**src/rtl/wb_pkg.sv**
```systemverilog
// Shared types and default widths for the register-file writeback port arbiter.
package wb_pkg;

  localparam int unsigned DATA_W = 32;
  localparam int unsigned ADDR_W = 5;

  typedef struct packed {
    logic [ADDR_W-1:0] addr;
    logic [DATA_W-1:0] data;
  } wb_req_t;

  typedef enum logic {MEM_PRI, ALU_FORCE} wb_grant_e;

endpackage

```
**src/rtl/wb_port_arbiter_if.sv**
```systemverilog
// Producer handshakes, RF write port and hazard outputs of the writeback arbiter.
interface wb_port_arbiter_if #(
  parameter int unsigned DATA_W = wb_pkg::DATA_W,
  parameter int unsigned ADDR_W = wb_pkg::ADDR_W
) ();

  logic                      alu_valid;
  logic                      alu_ready;
  logic [ADDR_W-1:0]         alu_addr;
  logic [DATA_W-1:0]         alu_data;
  logic                      mem_valid;
  logic                      mem_ready;
  logic [ADDR_W-1:0]         mem_addr;
  logic [DATA_W-1:0]         mem_data;
  logic                      rfWriteEn_p0;
  logic [ADDR_W-1:0]         rfWriteAddr_p0;
  logic [DATA_W-1:0]         rfWriteData_p0;
  logic [(1<<ADDR_W)-1:0]    pend_mask;
  logic                      busy;

  // Producers / register file side.
  modport master (
    output alu_valid, alu_addr, alu_data, mem_valid, mem_addr, mem_data,
    input  alu_ready, mem_ready, rfWriteEn_p0, rfWriteAddr_p0, rfWriteData_p0, pend_mask, busy
  );

  // Arbiter side.
  modport slave (
    input  alu_valid, alu_addr, alu_data, mem_valid, mem_addr, mem_data,
    output alu_ready, mem_ready, rfWriteEn_p0, rfWriteAddr_p0, rfWriteData_p0, pend_mask, busy
  );

endinterface

```
**src/rtl/wb_req_fifo.sv**
```systemverilog
// Small in-order request buffer; exposes per-slot valid/address for hazard masking.
module wb_req_fifo #(
  parameter int unsigned AddrW = 5,
  parameter int unsigned DataW = 32,
  parameter int unsigned Depth = 2
) (
  input  logic                        clk_i,
  input  logic                        rst_ni,
  input  logic                        push_valid_i,
  output logic                        push_ready_o,
  input  logic [AddrW-1:0]            push_addr_i,
  input  logic [DataW-1:0]            push_data_i,
  output logic                        head_valid_o,
  output logic [AddrW-1:0]            head_addr_o,
  output logic [DataW-1:0]            head_data_o,
  input  logic                        pop_i,
  output logic [Depth-1:0]            slot_valid_o,
  output logic [Depth-1:0][AddrW-1:0] slot_addr_o
);

  localparam int unsigned PtrW = (Depth > 1) ? $clog2(Depth) : 1;

  logic [PtrW-1:0]            wr_ptr_q, wr_ptr_d;
  logic [PtrW-1:0]            rd_ptr_q, rd_ptr_d;
  logic [Depth-1:0]           vld_q, vld_d;
  logic [Depth-1:0][AddrW-1:0] addr_q;
  logic [Depth-1:0][DataW-1:0] data_q;
  logic                       push;

  function automatic logic [PtrW-1:0] ptr_inc(input logic [PtrW-1:0] p);
    return (p == PtrW'(Depth - 1)) ? '0 : p + 1'b1;
  endfunction

  // Ready depends on occupancy only: a full buffer refuses even while popping.
  assign push_ready_o = ~&vld_q;
  assign push         = push_valid_i & push_ready_o;
  assign head_valid_o = vld_q[rd_ptr_q];
  assign head_addr_o  = addr_q[rd_ptr_q];
  assign head_data_o  = data_q[rd_ptr_q];
  assign slot_valid_o = vld_q;
  assign slot_addr_o  = addr_q;

  always_comb begin
    vld_d    = vld_q;
    wr_ptr_d = wr_ptr_q;
    rd_ptr_d = rd_ptr_q;
    if (pop_i && head_valid_o) begin
      vld_d[rd_ptr_q] = 1'b0;
      rd_ptr_d        = ptr_inc(rd_ptr_q);
    end
    if (push) begin
      vld_d[wr_ptr_q] = 1'b1;
      wr_ptr_d        = ptr_inc(wr_ptr_q);
    end
  end

  always_ff @(posedge clk_i or negedge rst_ni) begin
    if (!rst_ni) begin
      vld_q    <= '0;
      wr_ptr_q <= '0;
      rd_ptr_q <= '0;
      addr_q   <= '0;
      data_q   <= '0;
    end else begin
      vld_q    <= vld_d;
      wr_ptr_q <= wr_ptr_d;
      rd_ptr_q <= rd_ptr_d;
      if (push) begin
        addr_q[wr_ptr_q] <= push_addr_i;
        data_q[wr_ptr_q] <= push_data_i;
      end
    end
  end

endmodule

```
**src/rtl/wb_port_arbiter.sv**
```systemverilog
// Arbitrates ALU writeback and load-return writes onto one RF write port:
// memory first, with the ALU forced through after STARVE_MAX consecutive losses.
module wb_port_arbiter #(
  parameter int unsigned DATA_W     = wb_pkg::DATA_W,
  parameter int unsigned ADDR_W     = wb_pkg::ADDR_W,
  parameter int unsigned FIFO_DEPTH = 2,
  parameter int unsigned STARVE_MAX = 3
) (
  input  logic              clk,
  input  logic              rst_n,
  wb_port_arbiter_if.slave  wb_io
);

  import wb_pkg::*;

  localparam int unsigned StarveW = (STARVE_MAX > 0) ? $clog2(STARVE_MAX + 1) : 1;

  logic                             mem_hv, alu_hv;
  logic [ADDR_W-1:0]                mem_haddr, alu_haddr;
  logic [DATA_W-1:0]                mem_hdata, alu_hdata;
  logic [FIFO_DEPTH-1:0]            mem_slot_vld, alu_slot_vld;
  logic [FIFO_DEPTH-1:0][ADDR_W-1:0] mem_slot_addr, alu_slot_addr;
  logic                             grant_mem, grant_alu;

  wb_grant_e            state_q, state_d;
  logic [StarveW-1:0]   starve_q, starve_d;
  logic                 wr_en_q;
  logic [ADDR_W-1:0]    wr_addr_q;
  logic [DATA_W-1:0]    wr_data_q;
  logic [(1<<ADDR_W)-1:0] pend_mask;

  // Writes to r0 complete the handshake but are dropped before the buffer.
  wb_req_fifo #(
    .AddrW (ADDR_W),
    .DataW (DATA_W),
    .Depth (FIFO_DEPTH)
  ) u_mem_fifo (
    .clk_i        (clk),
    .rst_ni       (rst_n),
    .push_valid_i (wb_io.mem_valid && (wb_io.mem_addr != '0)),
    .push_ready_o (wb_io.mem_ready),
    .push_addr_i  (wb_io.mem_addr),
    .push_data_i  (wb_io.mem_data),
    .head_valid_o (mem_hv),
    .head_addr_o  (mem_haddr),
    .head_data_o  (mem_hdata),
    .pop_i        (grant_mem),
    .slot_valid_o (mem_slot_vld),
    .slot_addr_o  (mem_slot_addr)
  );

  wb_req_fifo #(
    .AddrW (ADDR_W),
    .DataW (DATA_W),
    .Depth (FIFO_DEPTH)
  ) u_alu_fifo (
    .clk_i        (clk),
    .rst_ni       (rst_n),
    .push_valid_i (wb_io.alu_valid && (wb_io.alu_addr != '0)),
    .push_ready_o (wb_io.alu_ready),
    .push_addr_i  (wb_io.alu_addr),
    .push_data_i  (wb_io.alu_data),
    .head_valid_o (alu_hv),
    .head_addr_o  (alu_haddr),
    .head_data_o  (alu_hdata),
    .pop_i        (grant_alu),
    .slot_valid_o (alu_slot_vld),
    .slot_addr_o  (alu_slot_addr)
  );

  always_comb begin
    state_d   = state_q;
    starve_d  = starve_q;
    grant_mem = 1'b0;
    grant_alu = 1'b0;
    case (state_q)
      MEM_PRI: begin
        if (mem_hv) begin
          grant_mem = 1'b1;
        end else if (alu_hv) begin
          grant_alu = 1'b1;
        end
        if (alu_hv && !grant_alu) begin
          starve_d = starve_q + 1'b1;
          if (starve_d >= StarveW'(STARVE_MAX)) state_d = ALU_FORCE;
        end else begin
          starve_d = '0;
        end
      end
      ALU_FORCE: begin
        // ALU head is always present here; the memory fallback only guards corner cases.
        if (alu_hv) begin
          grant_alu = 1'b1;
        end else if (mem_hv) begin
          grant_mem = 1'b1;
        end
        starve_d = '0;
        state_d  = MEM_PRI;
      end
      default: state_d = MEM_PRI;
    endcase
  end

  always_ff @(posedge clk or negedge rst_n) begin
    if (!rst_n) begin
      state_q   <= MEM_PRI;
      starve_q  <= '0;
      wr_en_q   <= 1'b0;
      wr_addr_q <= '0;
      wr_data_q <= '0;
    end else begin
      state_q  <= state_d;
      starve_q <= starve_d;
      wr_en_q  <= grant_mem | grant_alu;
      if (grant_mem) begin
        wr_addr_q <= mem_haddr;
        wr_data_q <= mem_hdata;
      end else if (grant_alu) begin
        wr_addr_q <= alu_haddr;
        wr_data_q <= alu_hdata;
      end
    end
  end

  always_comb begin
    pend_mask = '0;
    for (int i = 0; i < FIFO_DEPTH; i++) begin
      if (mem_slot_vld[i]) pend_mask[mem_slot_addr[i]] = 1'b1;
      if (alu_slot_vld[i]) pend_mask[alu_slot_addr[i]] = 1'b1;
    end
  end

  assign wb_io.rfWriteEn_p0   = wr_en_q;
  assign wb_io.rfWriteAddr_p0 = wr_addr_q;
  assign wb_io.rfWriteData_p0 = wr_data_q;
  assign wb_io.pend_mask      = pend_mask;
  assign wb_io.busy           = (|mem_slot_vld) | (|alu_slot_vld);

endmodule
```
**src/flat_wrapper.sv**
```systemverilog
// flat-port wrapper written by rule: the top's interface ports become plain ports
module wb_port_arbiter_flat import wb_pkg::*;
#(
  parameter int unsigned DATA_W     = wb_pkg::DATA_W,
  parameter int unsigned ADDR_W     = wb_pkg::ADDR_W,
  parameter int unsigned FIFO_DEPTH = 2,
  parameter int unsigned STARVE_MAX = 3
)
  (clk, rst_n, wb_io_alu_valid, wb_io_alu_addr, wb_io_alu_data, wb_io_mem_valid, wb_io_mem_addr, wb_io_mem_data, wb_io_alu_ready, wb_io_mem_ready, wb_io_rfWriteEn_p0, wb_io_rfWriteAddr_p0, wb_io_rfWriteData_p0, wb_io_pend_mask, wb_io_busy);
  wb_port_arbiter_if #(.DATA_W(DATA_W), .ADDR_W(ADDR_W)) wb_io_i ();
  input  logic clk;
  input  logic rst_n;
  input wire logic [$bits(wb_io_i.alu_valid)-1:0] wb_io_alu_valid;
  input wire logic [$bits(wb_io_i.alu_addr)-1:0] wb_io_alu_addr;
  input wire logic [$bits(wb_io_i.alu_data)-1:0] wb_io_alu_data;
  input wire logic [$bits(wb_io_i.mem_valid)-1:0] wb_io_mem_valid;
  input wire logic [$bits(wb_io_i.mem_addr)-1:0] wb_io_mem_addr;
  input wire logic [$bits(wb_io_i.mem_data)-1:0] wb_io_mem_data;
  output wire logic [$bits(wb_io_i.alu_ready)-1:0] wb_io_alu_ready;
  output wire logic [$bits(wb_io_i.mem_ready)-1:0] wb_io_mem_ready;
  output wire logic [$bits(wb_io_i.rfWriteEn_p0)-1:0] wb_io_rfWriteEn_p0;
  output wire logic [$bits(wb_io_i.rfWriteAddr_p0)-1:0] wb_io_rfWriteAddr_p0;
  output wire logic [$bits(wb_io_i.rfWriteData_p0)-1:0] wb_io_rfWriteData_p0;
  output wire logic [$bits(wb_io_i.pend_mask)-1:0] wb_io_pend_mask;
  output wire logic [$bits(wb_io_i.busy)-1:0] wb_io_busy;
  assign wb_io_i.alu_valid = wb_io_alu_valid;
  assign wb_io_i.alu_addr = wb_io_alu_addr;
  assign wb_io_i.alu_data = wb_io_alu_data;
  assign wb_io_i.mem_valid = wb_io_mem_valid;
  assign wb_io_i.mem_addr = wb_io_mem_addr;
  assign wb_io_i.mem_data = wb_io_mem_data;
  assign wb_io_alu_ready = wb_io_i.alu_ready;
  assign wb_io_mem_ready = wb_io_i.mem_ready;
  assign wb_io_rfWriteEn_p0 = wb_io_i.rfWriteEn_p0;
  assign wb_io_rfWriteAddr_p0 = wb_io_i.rfWriteAddr_p0;
  assign wb_io_rfWriteData_p0 = wb_io_i.rfWriteData_p0;
  assign wb_io_pend_mask = wb_io_i.pend_mask;
  assign wb_io_busy = wb_io_i.busy;
  wb_port_arbiter #(.DATA_W(DATA_W), .ADDR_W(ADDR_W), .FIFO_DEPTH(FIFO_DEPTH), .STARVE_MAX(STARVE_MAX)) u_core (.clk(clk), .rst_n(rst_n), .wb_io(wb_io_i));
endmodule
```
**config.mk**
```make
export PLATFORM = sky130hd
export DESIGN_NAME = wb_port_arbiter_flat
export DESIGN_NICKNAME = d
export VERILOG_FILES = /design/src/rtl/wb_pkg.sv /design/src/rtl/wb_port_arbiter_if.sv /design/src/rtl/wb_req_fifo.sv /design/src/rtl/wb_port_arbiter.sv /design/src/flat_wrapper.sv
export SDC_FILE = /design/constraint.sdc
export NUM_CORES = 1
export LEC_CHECK = 0
export BUFFER_PORTS_ARGS = -buffer_cell sky130_fd_sc_hd__buf_2
export CAP_MARGIN = 5
export CELL_PAD_IN_SITES_DETAIL_PLACEMENT = 1
export CELL_PAD_IN_SITES_GLOBAL_PLACEMENT = 2
export CORE_MARGIN = 3
export CORE_UTILIZATION = 39
export CTS_BUF_LIST = sky130_fd_sc_hd__clkbuf_16
export DETAILED_ROUTE_END_ITERATION = 7
export PLACE_DENSITY = 0.76
export SLEW_MARGIN = 10
export SYNTH_ARGS = -nofsm -noshare
export SYNTH_HDL_FRONTEND = slang
export SYNTH_SLANG_ARGS = --single-unit
```
**constraint.sdc**
```tcl
create_clock -name clk -period 2 [get_ports clk]
set_input_delay 0.5 -clock clk [delete_from_list [all_inputs] [get_ports clk]]
set_output_delay 0.5 -clock clk [all_outputs]
set_load 0.02 [all_outputs]
```
==> results of run 1 <==
[registers in the layout, indices dropped and copies added, names as in the netlist]
register and count:
u_core.u_alu_fifo.data_q 64, u_core.u_mem_fifo.data_q 64, u_core.wb_io.rfWriteData_p0 32, u_core.u_alu_fifo.slot_addr_o 10, u_core.u_mem_fifo.slot_addr_o 10, u_core.wb_io.rfWriteAddr_p0 5
u_core.starve_q 2, u_core.u_alu_fifo.slot_valid_o 2, u_core.u_mem_fifo.slot_valid_o 2, u_core.state_q 1, u_core.u_alu_fifo.rd_ptr_q 1, u_core.u_alu_fifo.wr_ptr_q 1
u_core.u_mem_fifo.rd_ptr_q 1, u_core.u_mem_fifo.wr_ptr_q 1, u_core.wb_io.rfWriteEn_p0 1
[logic make-up after synthesis]
logic type	Yosys count
muxes	263
AOI/OAI and AO/OA	120
buffers and inverters	75
DFF	197
xor gates and xnor gates	2
adders and majority gates	1
and+or+nand+nor	111
[cell usage in the layout (no fill, tap or decap), types with 12 or more instances in the layout]
cell type	instances
mux2_1	76
dfrtp_2	26
mux2i_1	74
a221oi_1	37
o221ai_1	12
dfrtp_1	171
mux2_2	111
buf_4	88
buf_2	121
nor3_1	37
buf_12	13
clkbuf_16	17
a22oi_2	20
o221ai_2	20
[layout make-up]
cell class,count,share of cell area (%)
multi-input combinational,497,39.78
inverter,8,0.2359
sequential,197,38.98
clock inverter,15,1.415
timing repair buffer,234,13.06
clock buffer,17,3.342
tap,324,3.185
[routing by layer]
metal  global-route usage, %  wire (microns)  vias up
met3                   4.390            1554       36
met2                   39.75           15860      195
met4                   4.726             482        2
met1                   28.00           12960     3882
met5                       0               7        -
li1                        -               -     3337
[worst max-delay path, stage by stage, from the launching register on]
cell	delay, ps
dfrtp_2	460
buf_6	150
nor4bb_2	310
buf_4	190
a22oi_2	70
o221ai_2	80
buf_4	170
[through the flow]
step / total power [W] / setup WS, ps / utilization (%)
2_1_floorplan: 0.01495 / 13.58 / -
3_3_place_gp: 0.01817 / -189.2 / 46.02
3_5_place_dp: 0.01885 / -249.7 / 46.02
4_1_cts: 0.02325 / -288.4 / 50.20
5_1_grt: 0.02520 / -479.9 / 51.59
6_report: 0.02377 / -381.8 / 51.59
[Yosys cell counts, drive strengths merged]
cell     instances  share of area, %
ha               1              0.13
nor4bb           6              0.61
a2bb2oi          2              0.18
nor2b           13              0.82
mux2i           76               7.7
a221oi          37               3.3
and2             1             0.063
o221ai          32               2.8
nor4             2              0.13
nand4            3              0.19
o21ai            4              0.20
a32oi            8              0.71
a22oi           24               1.8
a21boi           2              0.15
nand4b           2              0.18
dfrtp          197                50
nor3            37               1.9
nand2b           6              0.38
or2              3              0.19
and4             3              0.27
inv              8              0.30
clkbuf          38               1.4
mux2           187                21
o211ai           2              0.15
or4              2              0.23
a21oi            5              0.29
nor4b            2              0.18
nand3b           2              0.15
nand3            6              0.30
xnor2            2              0.18
o2111ai          4              0.61
and4b            6              0.61
nand2           10              0.38
buf             29               2.3
nor2             7              0.27
[power groups by stage]
stage                     clock, W  combinational [W]  sequential [W]
after floorplan                  0            0.00749         0.00746
final                      0.00357             0.0124         0.00779
after global routing       0.00385             0.0133         0.00803
after global placement           0             0.0106         0.00757
after detailed placement         0             0.0111         0.00776
after CTS                  0.00366             0.0119         0.00771
[repair_timing]
| action | 4_1_cts | 5_1_grt |
|---|---|---|
| hold buffers | 1 | 0 |
| endpoints found under the setup margin | 35 | 33 |
| pin swaps | 15 | 22 |
| setup buffers | 23 | 6 |
| endpoints found under the hold margin | 26 | 0 |
| resized for setup | 84 | 71 |
[path summary, 6_finish.rpt]
kind / slack, ps / end / from
max reg2reg: 180 / u_core.wb_io.rfWriteData_p0[11] / u_core.u_mem_fifo.slot_valid_o[1]
min reg2reg: 440 / u_core.starve_q[0] / u_core.starve_q[0]
max: -380 / wb_io_pend_mask[10] / u_core.u_alu_fifo.slot_addr_o[7]
max in group asynchronous: 790 / u_core.u_mem_fifo.data_q[7] / rst_n
min: 280 / u_core.u_alu_fifo.data_q[57] / wb_io_alu_data[25]
min in group asynchronous: 530 / u_core.u_mem_fifo.data_q[50] / rst_n
==> flow_summary.json, run 1 <==
{
  "rsz0062_at_grt": "true",
  "die_h_microns": 165.4,
  "postSynthAreaPerCell_sq_um": 12.89,
  "period_minus_slack_ps": 2382,
  "drt_iter0_markers": 363,
  "intPower_w": 0.01390,
  "cts_buffers": 17,
  "endpoint_kind": "output pin",
  "synth_xor_area_share_pct": 0.1767,
  "violations": "negative setup slack",
  "ant_nets": 0,
  "antenna_found_initial": 1,
  "synthCells": 769,
  "first_pass_iters": 5,
  "power.share.sequential_pct": 32.7,
  "fin_nets": 1034,
  "dp_cells": 1232,
  "core_area_sq_um": 24680,
  "multi_input_area_sq_um": 5064,
  "drcViolationCount": 0,
  "clk_pin_slew_worst_paths_ps": 80,
  "dieArea_sq_um": 27360,
  "hold_violations": 0,
  "ios": 151,
  "initial_core_util_pct": 40.17,
  "drive_gt1_share_pct": 50.93,
  "fillers": 2539,
  "drv_cap": 0,
  "die_w_microns": 165.4,
  "portBuffers": 150,
  "critPathArrivalTime_ps": 1880,
  "track_usage_pct": 22.26,
  "place.detailed.hpwl_mm": 21.20,
  "synth_fa_ha_area_share_pct": 0.1262,
  "cts_tree": "yes",
  "wl_per_cell_microns": 23.88,
  "finalCritPeriodShare_pct": 119.1,
  "cts-root-buf": "clkbuf_16",
  "synth.distinct_cells": 40,
  "power_per_cell_area_nw_per_um2": 1868,
  "setup_viol": 33,
  "antenna_cells": 0,
  "clock_path_buffers": 2,
  "p_sw_w": 0.009878,
  "first_global_vias": 8060,
  "fin_setup_tns_ps": -10120,
  "synth_nets": 848,
  "start_kind": "flop",
  "synthSimpleGateAreaFrac_pct": 6.791,
  "synthMuxAreaShare_pct": 28.92,
  "via_per_inst": 5.768,
  "fin_area_sq_um": 12730,
  "whs_ps": 283.9,
  "holdPathStages": 2,
  "grt_overflow": 0,
  "finalClockSkew_ps": 16.44,
  "yosysSeqAreaShare_pct": 49.73,
  "ys_seq_elements": 197,
  "grt_pass1_wl_mm": 46.55,
  "grt_max_degree": 72,
  "placed_area_sq_um": 11360,
  "switching_share_pct": 41.55,
  "p_comb_share_pct": 52.2,
  "path_max_fanout": 5,
  "htreeDepth": 4,
  "ir_worst_vdd_v": 0.0006974,
  "place_congestion": 0.8310,
  "clock-sinks": 197,
  "syn_area_sq_um": 9912,
  "clkPwrFrac_pct": 15.0,
  "instances_no_fill": 1292,
  "reg2regPathDepth": 5,
  "setup_ws_ps": -381.8,
  "relSlewSlack_pct": 71.88,
  "maxClockFrequency_mhz": 419.8,
  "drv_slew": 0,
  "ys_warn_count": 0,
  "status": "finished, violations left",
  "rows": 57,
  "criticalPathCategory": "reg2out",
  "regArea_sq_um": 4962,
  "cp.required_ps": 1500,
  "min_path_type": "in2reg",
  "synth_compound_gate_area_share_pct": 10.20,
  "drt_wl_total_mm": 30.86,
  "synth_top_family_by_area": "multiplexers",
  "syn_to_final_growth_pct": 28.43,
  "worst_slew_pin_slew_ps": 421.8,
  "insertion_delay_ps": 440,
  "vias": 7452,
  "cellLeakagePower_nw": 5.455
}
(Power assumes the default switching activity.)
==> inputs of run 2 (changes only) <==
Settings changed: SKIP_CTS_REPAIR_TIMING from default to 1.
==> run 2 against run 1 <==
Effect of this change:
- the run still ends with negative setup slack left
- routed wire length down 3.7%
- largest cell class is now sequential cells
- power fell by 3.2%
- sequential cell count is the same
- register-to-register slack gained 20 ps
- global-route usage decreased by 0.51 points
- via count decreased by 1.6%
- core utilization is 1.4 points lower
- highest routed layer unchanged
- sequential power about the same
- clock skew grew 0.56 ps
==> flow_summary.json, run 2 (synthesis results as in run 1) <==
{
  "criticalPathCategory": "reg2out",
  "antenna_cells": 0,
  "fillers": 2562,
  "layout_common_cells": "173 x dfrtp_1, 125 x buf_2, 111 x mux2_2",
  "vias": 7332,
  "path_cells": "buf_6, and4_2, a22oi_1, o221ai_1, buf_2",
  "reg2reg_to": "u_core.wb_io.rfWriteData_p0[11]",
  "max_stage_delay_ps": 450,
  "clock_path_buffers": 2,
  "clock-sinks": 197,
  "regArea_sq_um": 4960,
  "min_path_type": "in2reg",
  "initial_core_util_pct": 40.17,
  "worst_path_max_delay_cell": "dfrtp_2",
  "r2r-start": "u_core.u_mem_fifo.slot_valid_o[1]",
  "crit_buf_inv": 2,
  "drive_gt1_share_pct": 47.05,
  "place_congestion": 0.8310,
  "dieArea_sq_um": 27360,
  "r2r_slack_ps": 200,
  "clk_pin_slew_worst_paths_ps": 80,
  "ios": 151,
  "wl_per_cell_microns": 23.37,
  "cts_buffers": 17,
  "finalClockSkew_ps": 17.00,
  "cp.depth": 5,
  "violations": "negative setup slack",
  "track_usage_pct": 21.75,
  "fin_nets": 1014,
  "multi_input_area_sq_um": 4905,
  "status": "finished, violations left",
  "cts_tree": "yes",
  "relSlewSlack_pct": 71.87,
  "fin_area_sq_um": 12380,
  "die_w_microns": 165.4,
  "grt_max_degree": 72,
  "drt_wl_total_mm": 29.72,
  "drt_iter0_markers": 465,
  "rsz0062_at_grt": "true",
  "insertion_delay_ps": 440,
  "ir_worst_vdd_v": 0.0006962,
  "endpoint_kind": "output pin",
  "setup_viol": 33,
  "hp-start": "wb_io_alu_data[25]",
  "portBuffers": 150,
  "first_pass_iters": 5,
  "period_minus_slack_ps": 2371,
  "grt_overflow": 0,
  "hold_violations": 0,
  "power_per_cell_area_nw_per_um2": 1859,
  "start_kind": "flop",
  "maxClockFrequency_mhz": 421.8,
  "finalCritPeriodShare_pct": 118.5,
  "critPathArrivalTime_ps": 1870,
  "cellLeakagePower_nw": 5.305,
  "die_h_microns": 165.4,
  "layout_commonest_cell": "dfrtp_1",
  "htreeDepth": 4,
  "place.detailed.hpwl_mm": 21.20,
  "via_per_inst": 5.764,
  "drv_cap": 0,
  "grt_pass1_wl_mm": 45.45,
  "rows": 57,
  "worst_slew_pin_slew_ps": 420.3,
  "ant_nets": 0,
  "cts-root-buf": "clkbuf_16",
  "placed_area_sq_um": 11360,
  "core_area_sq_um": 24680,
  "reg2regPathDepth": 5,
  "first_global_vias": 7825,
  "crit_family": "flip-flops",
  "p_total_w": 0.02302,
  "antenna_found_initial": 1,
  "drv_slew": 0,
  "setup_ws_ps": -370.8,
  "timing.critical_path.from": "u_core.u_alu_fifo.slot_addr_o[7]",
  "crit_end": "wb_io_pend_mask[30]",
  "drcViolationCount": 0,
  "cp.required_ps": 1500,
  "path_max_fanout": 5,
  "syn_to_final_growth_pct": 24.93
}
run 2: layout make-up:
cell class | count | area share, %
Tap cell | 324 | 3.274
Inverter | 8 | 0.2627
Clock inverter | 15 | 1.455
Timing Repair Buffer | 214 | 11.91
Multi-Input combinational cell | 497 | 39.61
Clock buffer | 17 | 3.435
Sequential cell | 197 | 40.05
run 2: metrics by stage:
| step | setup slack, ps | util [%] | hold WS [ps] | instances | setup TNS [ps] |
|---|---|---|---|---|---|
| 2_1_floorplan | 13.58 | - | 204.4 | 769 | 0 |
| 3_3_place_gp | -189.2 | 46.02 | 424.0 | 1232 | -24350 |
| 4_1_cts | -434.5 | 48.48 | -53.77 | 1264 | -12050 |
| 3_5_place_dp | -249.7 | 46.02 | 426.2 | 1232 | -28750 |
| 6_report | -370.8 | 50.18 | 284.1 | 1272 | -9411 |
| 5_1_grt | -446.8 | 50.18 | 262.3 | 1272 | -12300 |
run 2: worst min path at each step:
stage	slack [ps]	cells past startpoint	to
finish	280	2	u_core.u_alu_fifo.data_q[57]
global placement	420	1	u_core.starve_q[0]
detailed placement	430	1	u_core.u_mem_fifo.data_q[22]
CTS	-50	1	u_core.u_mem_fifo.data_q[19]
floorplan	200	0	u_core.starve_q[0]
global route	260	2	u_core.u_alu_fifo.data_q[53]
run 2: where the power goes:
group	total (W)	switching (W)	leakage [nW]	internal, W
combinational	0.0116	0.00618	2.71	0.00546
clock	0.00357	0.00167	0.300	0.00190
sequential	0.00780	0.00166	2.30	0.00614
total	0.0230	0.00951	5.30	0.0135
run 2: per-layer routing:
metal / vias up / track usage (%) / share of wire [%]
li1: 3302 / - / -
met5: - / 0 / 0.024
met4: 2 / 4.045 / 1.0
met3: 31 / 4.515 / 4.9
met1: 3793 / 27.80 / 42
met2: 204 / 38.45 / 52
run 2: worst register-to-register path: stages (launching register included):
cell      delay, ps
dfrtp_2         460
buf_6           150
mux2_2          330
buf_4           270
mux2i_1         160
a221oi_1        330
